<file path="src/rtl/storage_arbiter.sv">
// Round-robin two-port arbiter in front of storage_controller: grants one
// transaction at a time, holds it downstream and returns a registered response.
module storage_arbiter #(
  parameter int          MEM_W      = 32,
  parameter logic [31:0] SRAM_LIMIT = 32'h0000_1000,
  parameter int          TIMEOUT    = 1024
) (
  input  logic                  clk,
  input  logic                  rst,
  input  logic                  prog_mode,
  input  logic [1:0]            req_i,
  input  logic [1:0]            we_i,
  input  logic [1:0][31:0]      addr_i,
  input  logic [1:0][MEM_W-1:0] wdata_i,
  input  logic [1:0][MEM_W/8-1:0] be_i,
  output logic [1:0]            gnt_o,
  output logic [1:0]            rvalid_o,
  output logic [MEM_W-1:0]      rdata_o,
  output logic                  rerr_o,
  output logic                  memory_access,
  output logic                  memory_is_writing,
  output logic [31:0]           addr,
  output logic [MEM_W-1:0]      d_in,
  output logic [MEM_W/8-1:0]    mem_be,
  output logic                  external_storage_access,
  input  logic [MEM_W-1:0]      d_out,
  input  logic                  out_valid
);

  localparam int CNT_W = (TIMEOUT > 2) ? $clog2(TIMEOUT) : 2;
  localparam logic [CNT_W-1:0] CNT_LAST = CNT_W'(TIMEOUT - 1);

  typedef enum logic [1:0] {
    IDLE = 2'd0,
    BUSY = 2'd1,
    PROG = 2'd2
  } state_t;

  state_t               state_q, state_d;
  logic                 last_q, last_d;
  logic                 owner_q, owner_d;
  logic                 we_q, we_d;
  logic [31:0]          addr_q, addr_d;
  logic [MEM_W-1:0]     wdata_q, wdata_d;
  logic [MEM_W/8-1:0]   be_q, be_d;
  logic [CNT_W-1:0]     cnt_q, cnt_d;
  logic [1:0]           rvalid_q, rvalid_d;
  logic [MEM_W-1:0]     rdata_q, rdata_d;
  logic                 rerr_q, rerr_d;
  logic [1:0]           gnt_s;
  logic                 winner_s;
  logic                 busy_s;

  always_comb begin
    state_d  = state_q;
    last_d   = last_q;
    owner_d  = owner_q;
    we_d     = we_q;
    addr_d   = addr_q;
    wdata_d  = wdata_q;
    be_d     = be_q;
    cnt_d    = cnt_q;
    rvalid_d = 2'b00;
    rdata_d  = rdata_q;
    rerr_d   = rerr_q;
    gnt_s    = 2'b00;
    // On a tie the port that did not win last time goes first.
    if (req_i == 2'b11) begin
      winner_s = ~last_q;
    end else begin
      winner_s = req_i[1];
    end

    case (state_q)
      IDLE: begin
        if (prog_mode) begin
          state_d = PROG;
        end else if (req_i != 2'b00) begin
          gnt_s[winner_s] = 1'b1;
          owner_d = winner_s;
          last_d  = winner_s;
          we_d    = we_i[winner_s];
          addr_d  = addr_i[winner_s];
          wdata_d = wdata_i[winner_s];
          be_d    = be_i[winner_s];
          cnt_d   = {CNT_W{1'b0}};
          // External storage is read-only: answer with an error, never go downstream.
          if (we_i[winner_s] && (addr_i[winner_s] >= SRAM_LIMIT)) begin
            rvalid_d[winner_s] = 1'b1;
            rerr_d  = 1'b1;
            rdata_d = {MEM_W{1'b0}};
          end else begin
            state_d = BUSY;
          end
        end else begin
          state_d = IDLE;
        end
      end
      BUSY: begin
        cnt_d = cnt_q + {{(CNT_W-1){1'b0}}, 1'b1};
        if (prog_mode) begin
          rvalid_d[owner_q] = 1'b1;
          rerr_d  = 1'b1;
          rdata_d = {MEM_W{1'b0}};
          cnt_d   = {CNT_W{1'b0}};
          state_d = PROG;
        end else if (out_valid) begin
          rvalid_d[owner_q] = 1'b1;
          rerr_d  = 1'b0;
          rdata_d = d_out;
          cnt_d   = {CNT_W{1'b0}};
          state_d = IDLE;
        end else if (cnt_q == CNT_LAST) begin
          rvalid_d[owner_q] = 1'b1;
          rerr_d  = 1'b1;
          rdata_d = {MEM_W{1'b0}};
          cnt_d   = {CNT_W{1'b0}};
          state_d = IDLE;
        end else begin
          state_d = BUSY;
        end
      end
      PROG: begin
        if (!prog_mode) begin
          state_d = IDLE;
        end else begin
          state_d = PROG;
        end
      end
      default: begin
        state_d = IDLE;
      end
    endcase
  end

  always_ff @(posedge clk) begin
    if (!rst) begin
      state_q  <= IDLE;
      last_q   <= 1'b1;
      owner_q  <= 1'b0;
      we_q     <= 1'b0;
      addr_q   <= 32'd0;
      wdata_q  <= {MEM_W{1'b0}};
      be_q     <= {(MEM_W/8){1'b0}};
      cnt_q    <= {CNT_W{1'b0}};
      rvalid_q <= 2'b00;
      rdata_q  <= {MEM_W{1'b0}};
      rerr_q   <= 1'b0;
    end else begin
      state_q  <= state_d;
      last_q   <= last_d;
      owner_q  <= owner_d;
      we_q     <= we_d;
      addr_q   <= addr_d;
      wdata_q  <= wdata_d;
      be_q     <= be_d;
      cnt_q    <= cnt_d;
      rvalid_q <= rvalid_d;
      rdata_q  <= rdata_d;
      rerr_q   <= rerr_d;
    end
  end

  // Downstream sees the held transaction only while BUSY, zero otherwise.
  assign busy_s                  = (state_q == BUSY);
  assign gnt_o                   = rst ? gnt_s : 2'b00;
  assign rvalid_o                = rvalid_q;
  assign rdata_o                 = rdata_q;
  assign rerr_o                  = rerr_q;
  assign memory_access           = busy_s;
  assign memory_is_writing       = busy_s & we_q;
  assign addr                    = busy_s ? addr_q : 32'd0;
  assign d_in                    = busy_s ? wdata_q : {MEM_W{1'b0}};
  assign mem_be                  = busy_s ? be_q : {(MEM_W/8){1'b0}};
  assign external_storage_access = busy_s & (addr_q >= SRAM_LIMIT);

endmodule

</file>
<file path="config.mk">
export PLATFORM = sky130hd
export DESIGN_NAME = storage_arbiter
export DESIGN_NICKNAME = d
export VERILOG_FILES = /design/src/rtl/storage_arbiter.sv
export SDC_FILE = /design/constraint.sdc
export NUM_CORES = 1
export LEC_CHECK = 0
export ABC_AREA = 1
export BUFFER_PORTS_ARGS = -buffer_cell sky130_fd_sc_hd__buf_4
export CORE_MARGIN = 4
export CORE_UTILIZATION = 46
export CTS_CLUSTER_SIZE = 8
export DETAILED_ROUTE_END_ITERATION = 10
export GPL_TIMING_DRIVEN = 1
export PLACE_DENSITY = 0.8
export SYNTH_ARGS = -nofsm -noshare
export SYNTH_HDL_FRONTEND = slang
export SYNTH_SLANG_ARGS = --single-unit
</file>
<file path="constraint.sdc">
create_clock -name clk -period 2.2 [get_ports clk]
set_input_delay 0.44 -clock clk [delete_from_list [all_inputs] [get_ports clk]]
set_output_delay 0.44 -clock clk [all_outputs]
set_load 0.05 [all_outputs]
</file>
==> flow_summary.json <==
{
  "grt_pass1_vias": 6144,
  "drt-total-wl_mm": 20.4,
  "synthMuxAreaShare_pct": 0,
  "synth_top_family_by_area": "simple AND/OR/NAND/NOR gates",
  "die_h_um": 119,
  "yosysTopAreaCell": "dfxtp_1",
  "final_common_cell": "buf_4",
  "grt_usage_pct": 27.1,
  "timing.hold.ws_ps": 246,
  "drt-initial-drc-count": 396,
  "hold_buffers": 0,
  "path_class": "reg -> out",
  "diodes": 0,
  "cts.clk_slew.worst_paths_ps": 60,
  "min_period_ps": 2180,
  "irDropWorstVdd_mv": 0.572,
  "path_delay_family": "buffers and inverters",
  "tns_ps": 0,
  "port_buffers": 283,
  "arrival_ps": 1740,
  "path_max_fanout": 26,
  "leakagePower_nw": 4.09,
  "hold_class": "in -> reg",
  "slowest_stage": "dfxtp_4",
  "syn-instance-count": 855,
  "drtAntennaViolNets": 0,
  "start_kind": "register",
  "cap_violations": 0,
  "pwr-share-comb_pct": 20.8,
  "pin_count": 284,
  "power.total_mw": 6.85,
  "grt_max_degree": 44,
  "synth_fp_nets": 1032,
  "cts_buffer_depth": 2,
  "status": "finished, final reports clean",
  "die_w_um": 119,
  "synth_warnings": 0,
  "antenna_found_initial": 0,
  "drt-wirelength-per-cell_um": 15.5,
  "via_per_inst": 5.00,
  "num_rows": 40,
  "coreArea_sq_um": 12100,
  "finalSetupViolations": 0,
  "fin_ws_ps": 21.9,
  "syn_area_sq_um": 5690,
  "nets": 1315,
  "finalHoldViolations": 0,
  "synth-xor-area-share_pct": 0.461,
  "drive_above_1_share_pct": 33.2,
  "swShare_pct": 27.6,
  "rsz0062_at_grt": "yes",
  "cp.required_ps": 1760,
  "crit_chain": "inv_2, nor2_4, inv_8, bufbuf_16, nor2_1, buf_6",
  "p_clk_share_pct": 44.3,
  "internal_power_mw": 4.96,
  "synth_fa_ha_area_share_pct": 0.220,
  "power_density_nw_per_um2": 765,
  "cp-end-kind": "primary output",
  "route.detailed.drc": 0,
  "ys_ff_latch": 118,
  "dp.final_hpwl_mm": 14.4,
  "cts_sinks": 118,
  "synth-simple-area-share_pct": 31.2,
  "dieArea_sq_um": 14200,
  "synth_area_per_cell_sq_um": 6.66,
  "first_pass_iters": 5,
  "synthDistinctLibCells": 34,
  "path_buf_inv": 4,
  "grt_pass1_wl_mm": 30.9,
  "max_slew_margin_pct": 68.5,
  "worst_slew_pin_slew_ps": 473,
  "multiInputGateArea_sq_um": 2760,
  "fin_skew_ps": 9.29,
  "ys_seq_area_share_pct": 41.5,
  "gr-total-overflow": 0,
  "seq_power_share_pct": 34.9,
  "clock_latency_ps": 410,
  "slew_viol_final": 0,
  "finalWeightedCongestion": 0.875,
  "synth_compound_area_share_pct": 15.0,
  "place_inst": 1278,
  "period_share_pct": 99.0,
  "syn_to_final_growth_pct": 57.1,
  "synth_top_area_share_pct": 41.5,
  "start_util_pct": 47.2,
  "htreeDepth": 4,
  "cts_buffers": 17,
  "fin_cells": 1319,
  "cts_tree": "built",
  "cts-root-buf": "clkbuf_16",
  "num-fill-cells": 1017,
  "pre_cts_ws_ps": 13.0,
  "fmax_mhz": 459,
  "max_stage_delay_ps": 370,
  "final_cell_mix": "283 x buf_4, 222 x nand2_1, 122 x nor2_1",
  "synthTopCellsByArea": "dfxtp_1 41%, nand2_1 15%, nor2_1 9.0%",
  "vias": 6595,
  "seq_area_sq_um": 2370,
  "p_sw_mw": 1.89
}
## final timing paths
path,start,to,slack (ps),cells past startpoint
worst max-delay path,state_q[0],addr[19],20,6
worst min-delay path,addr_i[42],addr_q[10],250,3
worst max register to register,cnt_q[1],rdata_o[8],150,13
worst min register to register,addr_q[1],addr_q[1],460,2
## routing by layer
| layer | track usage, % | routed length, um | vias to the layer above |
|---|---|---|---|
| li1 | - | - | 3291 |
| met1 | 33.2 | 8310 | 2967 |
| met2 | 44.8 | 9900 | 299 |
| met3 | 7.17 | 1690 | 38 |
| met4 | 11.7 | 532 | 0 |
| met5 | 0 | 0 | - |
## logic make-up after synthesis
family / after synthesis
flops: 118
xor+xnor: 3
buf+inv: 158
simple gates: 434
compound gates: 141
fa+ha+maj: 1
## sequential cells by signal, indices dropped and copies added (netlist names)
| signal | cells |
|---|---|
| state_q | 2 |
| be_q | 4 |
| owner_q | 1 |
| last_q | 1 |
| addr_q | 32 |
| we_q | 1 |
| cnt_q | 10 |
| rdata_o | 32 |
| rvalid_o | 2 |
| wdata_q | 32 |
| rerr_o | 1 |
## worst register-to-register path: stages, from the launching register on
cell	delay, ps
dfxtp_1	350
ha_1	190
nand2_1	60
nor2_1	120
nand3_1	130
nor2_2	180
nand4_1	170
nand2_1	120
nand2_1	110
inv_4	140
clkbuf_16	190
nand3_1	80
nand2_1	60
nor2_1	30
## cells in the mapped netlist
master	n
a22oi_1	2
buf_4	1
nand2_1	222
a211oi_1	3
nand2_4	3
nand3_1	50
buf_1	5
nor2_4	1
a21oi_1	42
clkbuf_1	24
o211ai_1	42
buf_2	14
nor3b_1	1
dfxtp_1	118
nor2_2	3
a221oi_1	1
nand4_1	3
inv_1	102
or2_2	1
and3_1	1
nor2_1	137
nor3_2	2
ha_1	1
nor4_1	4
o21ai_0	25
buf_6	6
inv_2	6
a31oi_1	20
o21a_1	1
xor2_1	3
nor3_1	3
or2_1	1
nand2_2	2
o21ai_1	5
## stage by stage
step	cell area, sq um	utilization, %
after floorplan	5730	-
after global placement	8020	66.5
after detailed placement	8020	66.5
after CTS	8770	72.7
after global routing	8950	74.2
final	8950	74.2
## power by group through the flow
stage               combinational, mW  clock (mW)  sequential (mW)
global route                     1.54        3.16             2.41
finish                           1.42        3.03             2.39
CTS                              1.39        3.06             2.39
detailed placement               1.35           0             2.43
global placement                 1.34           0             2.43
floorplan                       0.623           0             2.62
## area by class of cell
| class | instances | share of cell area (%) |
|---|---|---|
| Clock buffer | 26 | 5.80 |
| Tap cell | 168 | 2.35 |
| Sequential cell | 118 | 26.5 |
| Inverter | 108 | 4.64 |
| Clock inverter | 6 | 1.52 |
| Timing Repair Buffer | 312 | 28.3 |
| Multi-Input combinational cell | 580 | 30.8 |
| Timing Repair inverter | 1 | 0.0699 |
## timing repair
item | 4_1_cts | 5_1_grt
gates cloned | 2 | 2
pin swaps | 1 | 5
endpoints found under the setup margin | 55 | 59
gates resized for setup | 9 | 35
setup buffers | 2 | 3
(Power assumes the default switching activity.)
